===== config.mk =====
export PLATFORM = sky130hd
export DESIGN_NAME = motor_ramp_ctrl
export DESIGN_NICKNAME = d
export VERILOG_FILES = /design/src/rtl/motor_ramp_ctrl.sv
export SDC_FILE = /design/constraint.sdc
export NUM_CORES = 1
export LEC_CHECK = 0
export CORE_MARGIN = 2
export CORE_UTILIZATION = 48
export CTS_CLUSTER_SIZE = 10
export DETAILED_ROUTE_END_ITERATION = 7
export PLACE_DENSITY = 0.76
export SKIP_LAST_GASP = 1
export SLEW_MARGIN = 20
export SYNTH_ARGS = -nofsm -noshare
export SYNTH_HDL_FRONTEND = slang
export SYNTH_SLANG_ARGS = --single-unit

===== constraint.sdc =====
create_clock -name clk -period 2.2 [get_ports clk]
set_clock_uncertainty 0.05 [all_clocks]
set_input_delay 0.33 -clock clk [delete_from_list [all_inputs] [get_ports clk]]
set_output_delay 0.33 -clock clk [all_outputs]
set_load 0.02 [all_outputs]

===== src/rtl/motor_ramp_ctrl.sv =====
// Soft-start/soft-stop ramp controller: steps an N-level speed output toward a
// commanded target on a prescaled tick, with emergency stop and clock-enable freeze.
module motor_ramp_ctrl #(
   parameter int CLK_DIV     = 4,
   parameter int DWELL_TICKS = 2,
   parameter int N_LEVELS    = 3,
   parameter int SLOW_LEVEL  = 2,
   localparam int LW         = $clog2(N_LEVELS + 1)
) (
   input  logic                clk,
   input  logic                rst_n,
   input  logic                ena,
   input  logic                fast,
   input  logic                slow,
   input  logic                stop,
   output logic [LW-1:0]       level,
   output logic [N_LEVELS-1:0] level_oh,
   output logic                at_target,
   output logic [1:0]          state
);

   localparam int PW = $clog2(CLK_DIV);
   localparam int DW = (DWELL_TICKS > 1) ? $clog2(DWELL_TICKS) : 1;

   localparam logic [PW-1:0] PRE_LAST   = PW'(CLK_DIV - 1);
   localparam logic [DW-1:0] DWELL_LAST = DW'(DWELL_TICKS - 1);
   localparam logic [LW-1:0] FAST_T     = LW'(N_LEVELS);
   localparam logic [LW-1:0] SLOW_T     = LW'(SLOW_LEVEL);

   typedef enum logic [1:0] {
      IDLE      = 2'b00,
      RAMP_UP   = 2'b01,
      HOLD      = 2'b10,
      RAMP_DOWN = 2'b11
   } state_t;

   state_t        state_r;
   logic [LW-1:0] level_r;
   logic [LW-1:0] target_r;
   logic [PW-1:0] pre_r;
   logic [DW-1:0] dwell_r;

   logic          tick;
   logic          ramping;
   logic          cmd_valid;
   logic          cmd_new;
   logic [LW-1:0] cmd_t;
   logic [LW-1:0] step_level;

   always_comb begin
      tick       = (pre_r == PRE_LAST);
      ramping    = (state_r == RAMP_UP) || (state_r == RAMP_DOWN);
      cmd_valid  = fast || slow;
      cmd_t      = fast ? FAST_T : SLOW_T;
      cmd_new    = cmd_valid && (cmd_t != target_r);
      step_level = (state_r == RAMP_UP) ? (level_r + LW'(1)) : (level_r - LW'(1));
   end

   always_ff @(posedge clk or negedge rst_n) begin
      if (!rst_n) begin
         state_r  <= IDLE;
         level_r  <= '0;
         target_r <= '0;
         pre_r    <= '0;
         dwell_r  <= '0;
      end else if (ena) begin
         if (stop) begin
            state_r  <= IDLE;
            level_r  <= '0;
            target_r <= '0;
            pre_r    <= '0;
            dwell_r  <= '0;
         end else if (cmd_new) begin
            // Redirect from wherever the level currently is; timing restarts at this edge.
            target_r <= cmd_t;
            pre_r    <= '0;
            dwell_r  <= '0;
            if (cmd_t > level_r)
               state_r <= RAMP_UP;
            else if (cmd_t < level_r)
               state_r <= RAMP_DOWN;
            else
               state_r <= HOLD;
         end else begin
            pre_r <= tick ? '0 : (pre_r + PW'(1));
            if (ramping) begin
               if (tick) begin
                  if (dwell_r == DWELL_LAST) begin
                     dwell_r <= '0;
                     level_r <= step_level;
                     if (step_level == target_r)
                        state_r <= (target_r == '0) ? IDLE : HOLD;
                  end else begin
                     dwell_r <= dwell_r + DW'(1);
                  end
               end
            end else begin
               dwell_r <= '0;
            end
         end
      end
   end

   always_comb begin
      level_oh = '0;
      for (int k = 0; k < N_LEVELS; k++)
         level_oh[k] = (level_r == LW'(k + 1));
   end

   assign level     = level_r;
   assign state     = state_r;
   assign at_target = (level_r == target_r) && ((state_r == IDLE) || (state_r == HOLD));

endmodule


==> results.json, run 1 <==
{
  "clkTransAtPathRegs_ns": 0.06,
  "ir_worst_vdd_mv": 0.676,
  "worstSetupEndpointType": "register",
  "avgSynthCellArea_sq_um": 9.38,
  "start_kind": "register",
  "timing.setup.tns_ns": 0,
  "worstPathCellList": "inv_1, ha_1, xnor2_1, xnor2_1, a32oi_2, mux2_1",
  "drc": 0,
  "cp.arrival_ns": 2.06,
  "ioPinCount": 14,
  "postCtsHoldBufs": 0,
  "run_status": "finished, final reports clean",
  "n_antenna_cell": 0,
  "setup_viol": 0,
  "fin_hold_ws_ns": 0.314,
  "routed_via_density": 5.55,
  "drt_wl_total_um": 1450,
  "num_vias": 555,
  "grt.overflow.total": 0,
  "dp_cells": 96,
  "p_leak_nw": 0.382,
  "ctsLongestPathBuffers": 2,
  "grt_pass1_vias": 525,
  "die_h_um": 40.5,
  "rsz0062_at_grt": "no",
  "max-cap-violations": 0,
  "syn_area_sq_um": 638,
  "min_path_type": "input pin to async pin",
  "ant_nets": 0,
  "fmax_mhz": 508,
  "drtIter0Drc": 9,
  "htreeDepth": 1,
  "wl_per_cell_um": 14.5,
  "max_stage_delay_ns": 0.50,
  "grt_antenna_before_repair": 0,
  "ys_seq_elements": 9,
  "grt_max_degree": 10,
  "clock-root-buffer": "clkbuf_4",
  "area_growth_pct": 29.2,
  "min_period_ns": 1.97,
  "die_area_sq_um": 1640,
  "core_area_sq_um": 1270,
  "cp_slowest_cell": "dfrtp_1",
  "synthFlopType": "dfrtp_1",
  "synth_fp_nets": 79,
  "synthCells": 68,
  "powerDensity_nw_per_um2": 908,
  "finalCritPeriodShare": 0.895,
  "dr.pass1.iters": 4,
  "grt_pass1_wl_um": 2210,
  "worst_pin_slew_ns": 0.410,
  "die_w_um": 40.5,
  "finalNonFillerCells": 100,
  "hpwlAfterDp_um": 1030,
  "track_usage": 0.214,
  "seq_area_frac_synth": 0.353,
  "drive_gt1_frac": 0.129,
  "path_class": "register to register",
  "synth_edf_count": 0,
  "synth_cell_types": 30,
  "slew_viol_final": 0,
  "hold_viol_final": 0,
  "num_rows": 13,
  "start_util": 0.503,
  "cts.sinks": 9,
  "clk-insertion-delay-late_ns": 0.26,
  "portBuffers": 13,
  "pre_cts_ws_ns": 0.0898,
  "numCtsBuffers": 3,
  "path_max_fanout": 8,
  "async_flop_share": 1.00,
  "path_common_cell": "xnor2_1",
  "cp.required_ns": 2.29,
  "place.gp.congestion": 0.772,
  "ys.warnings.count": 0,
  "nNetsFinal": 97,
  "maxSlewHeadroom": 0.726,
  "fin_ws_ns": 0.230,
  "cts_tree": "yes"
}
cells in the final DEF, fill, tap and decap left out:
cell	synthesis	routed
a21o_2	1	1
a21oi_1	3	3
a221o_1	1	1
a221oi_1	1	1
a22o_1	2	2
a31oi_1	2	2
a32o_1	1	1
a32oi_2	1	1
and2_1	1	1
and3_1	1	1
buf_4	0	3
clkbuf_1	1	1
clkbuf_4	0	3
clkdlybuf4s50_1	0	12
dfrtp_1	9	9
dlymetal6s2s_1	0	1
ha_1	5	5
inv_1	6	6
mux2_1	1	1
mux2_2	2	2
nand2_1	3	3
nand2b_1	1	1
nand3_1	2	2
nor2_1	4	4
nor2b_1	3	3
nor2b_2	1	1
nor3_1	2	2
o21a_1	1	1
o21ai_0	3	3
o21ai_1	1	1
o2bb2ai_1	2	2
xnor2_1	3	3
xor2_1	2	2
layer usage:
metal | global-route usage | part of all wire | vias up
li1 | - | - | 275
met1 | 0.274 | 0.47 | 261
met2 | 0.337 | 0.47 | 17
met3 | 0.0500 | 0.043 | 2
met4 | 0.100 | 0.011 | 0
met5 | 0 | 0 | -
where the power goes:
part	switching (mW)	total, mW	internal (mW)
Sequential	0.0546	0.249	0.195
Combinational	0.179	0.372	0.193
Clock	0.0577	0.128	0.0698
Total	0.292	0.749	0.457
Yosys cell counts (2+ instances only):
master | count | share of area
dfrtp_1 | 9 | 0.35
inv_1 | 6 | 0.035
ha_1 | 5 | 0.098
nor2_1 | 4 | 0.024
a21oi_1 | 3 | 0.024
nand2_1 | 3 | 0.018
nor2b_1 | 3 | 0.029
o21ai_0 | 3 | 0.024
xnor2_1 | 3 | 0.041
a22o_1 | 2 | 0.027
a31oi_1 | 2 | 0.020
buf_2 | 2 | 0.016
mux2_2 | 2 | 0.035
nand3_1 | 2 | 0.016
nor3_1 | 2 | 0.016
o2bb2ai_1 | 2 | 0.027
xor2_1 | 2 | 0.027
timing repair:
item / CTS / global route
endpoints found under the setup margin: 0 / 1
resized for setup: 0 / 1
buffers inserted: 0 / 0
stage by stage:
stage                     cell area, sq um  total power [mW]   util
after floorplan                        638             0.487      -
after global placement                 796             0.615  0.627
after detailed placement               796             0.625  0.627
after CTS                              822             0.757  0.648
after global routing                   825             0.794  0.650
final                                  825             0.749  0.650
layout make-up:
type | count | area [sq um]
tap | 15 | 18.8
clock buffer | 4 | 26.3
inverter | 6 | 22.5
multi-input combinational | 50 | 377
timing repair buffer | 16 | 155
sequential | 9 | 225
fill | 111 | 444
worst max-delay path: cells and delay by family, from the launching register on:
family	cells	cell delay [ns]
AOI/OAI and AO/OA	1	0.25
buffers and inverters	1	0.08
xor gates and xnor gates	2	0.29
adders and majority gates	1	0.34
muxes	1	0.34
DFF	1	0.50
sequential cells by signal, summed over array words and instances, names as in the netlist:
signal,flops
dwell_r,1
state,2
pre_r,2
target_r,2
level,2
logic make-up after synthesis:
family	share of synthesized area
AO/OA/AOI/OAI	0.225
AND/OR/NAND/NOR	0.145
buffers and inverters	0.0569
flip-flops	0.353
XOR/XNOR	0.0686
adder cells (fa/ha/maj)	0.0980
multiplexers	0.0529
path summary, 6_finish.rpt:
path                       startpoint  cells past startpoint  endpoint  slack (ns)
min reg2reg                  pre_r[1]                      1  pre_r[1]        0.45
max reg2reg                  level[0]                      6  state[1]        0.23
min                             rst_n                      1  pre_r[0]        0.31
max in group asynchronous       rst_n                      1  state[0]        1.49
min in group clk             pre_r[1]                      1  pre_r[1]        0.45
max                          level[0]                      6  state[1]        0.23
Power figures use the tool's default switching activity.
==> inputs of run 2 (changes only) <==
--- a/config.mk
+++ b/config.mk
@@ -5,10 +5,10 @@
 export SDC_FILE = /design/constraint.sdc
 export NUM_CORES = 1
 export LEC_CHECK = 0
-export CORE_MARGIN = 2
-export CORE_UTILIZATION = 48
+export CORE_AREA = 2 2 39 41
 export CTS_CLUSTER_SIZE = 10
 export DETAILED_ROUTE_END_ITERATION = 7
+export DIE_AREA = 0 0 41 43
 export PLACE_DENSITY = 0.76
 export SKIP_LAST_GASP = 1
 export SLEW_MARGIN = 20
==> constraint.sdc (replaced) <==
create_clock -name clk -period 2.3 [get_ports clk]
set_clock_uncertainty 0.05 [all_clocks]
set_input_delay 0.345 -clock clk [delete_from_list [all_inputs] [get_ports clk]]
set_output_delay 0.345 -clock clk [all_outputs]
set_load 0.02 [all_outputs]
==> results.json, run 2 (synthesis gave the netlist of run 1 again) <==
{
  "wl_per_cell_um": 13.4,
  "multi_input_area_sq_um": 377,
  "clock-root-buffer": "clkbuf_4",
  "num_rows": 14,
  "run_status": "finished, final reports clean",
  "drt_wl_total_um": 1350,
  "r2r-start": "level[0]",
  "cp_top_family": "buffers and inverters",
  "drive_gt1_frac": 0.129,
  "worstSetupEndpointType": "output port",
  "clkTransAtPathRegs_ns": 0.06,
  "routed_via_density": 5.74,
  "max-cap-violations": 0,
  "grt_pass1_vias": 538,
  "dr.pass1.iters": 4,
  "rsz0062_at_grt": "no",
  "area_growth_pct": 29.4,
  "powerDensity_nw_per_um2": 862,
  "cts_tree": "yes",
  "nFillCells": 113,
  "timing.setup.tns_ns": 0,
  "postLayoutCoreUtil": 0.597,
  "fmax_mhz": 508,
  "nNetsFinal": 97,
  "maxSlewHeadroom": 0.720,
  "final_cell_mix": "clkdlybuf4s50_1 (12), dfrtp_1 (9), inv_1 (6), ha_1 (5), nor2_1 (4)",
  "place.gp.congestion": 0.751,
  "min_period_ns": 1.97,
  "worst_pin_slew_ns": 0.419,
  "core_area_sq_um": 1380,
  "p_total_mw": 0.712,
  "ant_nets": 0,
  "start_kind": "register",
  "cts_setup_buffers": 0,
  "mostFrequentLayoutCell": "clkdlybuf4s50_1",
  "cts.sinks": 9,
  "start_util": 0.461,
  "drtIter0Drc": 26,
  "regArea_sq_um": 225,
  "p_leak_nw": 0.382,
  "hold_viol_final": 0,
  "grt_pass1_wl_um": 2220,
  "grt.overflow.total": 0,
  "finalCritPeriodShare": 0.856,
  "die_w_um": 41,
  "htreeDepth": 1,
  "grt_antenna_before_repair": 0,
  "track_usage": 0.184,
  "portBuffers": 13,
  "die_area_sq_um": 1760,
  "num_vias": 580,
  "ctsLongestPathBuffers": 2,
  "slew_viol_final": 0,
  "cp-startpoint": "level[1]",
  "critPathBufInv": 2,
  "ir_worst_vdd_mv": 0.434,
  "die_h_um": 43,
  "min_path_type": "input pin to async pin",
  "drc": 0,
  "worstPathCellList": "inv_1, ha_1, clkdlybuf4s50_1",
  "cp.arrival_ns": 1.57,
  "ioPinCount": 14,
  "grt_max_degree": 10,
  "r2r_cells": 6,
  "setup_viol": 0,
  "numCtsBuffers": 3,
  "n_antenna_cell": 0,
  "max_stage_delay_ns": 0.60,
  "hpwlAfterDp_um": 999,
  "path_max_fanout": 8,
  "path_class": "register to output port",
  "clk-insertion-delay-late_ns": 0.26,
  "cp.required_ns": 1.90,
  "cp_slowest_cell": "clkdlybuf4s50_1",
  "cp_num_cells": 3
}
## run 2: metrics by stage
step	setup slack, ns	instances	hold WS [ns]	instance area (sq um)
6_report	0.332	101	0.338	826
5_1_grt	0.219	101	0.360	826
4_1_cts	0.0769	101	0.351	823
3_5_place_dp	0.168	97	0.437	797
3_3_place_gp	0.209	97	0.427	797
2_1_floorplan	0.365	68	-0.000591	638
## run 2: what timing repair did
| item | CTS | global route |
|---|---|---|
| setup endpoints to repair | 0 | 1 |
| hold buffers | 0 | 0 |
| resized for setup | 0 | 1 |
## run 2: power by group
| group | switching [mW] | internal, mW | total [mW] |
|---|---|---|---|
| combinational | 0.167 | 0.183 | 0.350 |
| sequential | 0.0566 | 0.186 | 0.243 |
| clock | 0.0531 | 0.0667 | 0.120 |
| total | 0.276 | 0.435 | 0.712 |
## run 2: final timing paths
kind | end | slack [ns]
worst max-delay path | level_oh[0] | 0.33
worst min-delay path | dwell_r | 0.34
worst max register to register | state[1] | 0.36
worst min register to register | pre_r[1] | 0.45
max in group asynchronous | pre_r[1] | 1.57
min in group clk | pre_r[1] | 0.45
## run 2: per-layer routing
layer | global-route usage | wire length [um]
met1 | 0.245 | 638
met2 | 0.269 | 597
met3 | 0.0524 | 99
met4 | 0.0800 | 14
met5 | 0 | 0
## run 2: cell type report
class	count	share of cell area
multi-input cells	50	0.456
flip-flops and latches	9	0.273
clock buffers	4	0.0318
inverters	6	0.0273
well taps	16	0.0242
repair buffers	16	0.188
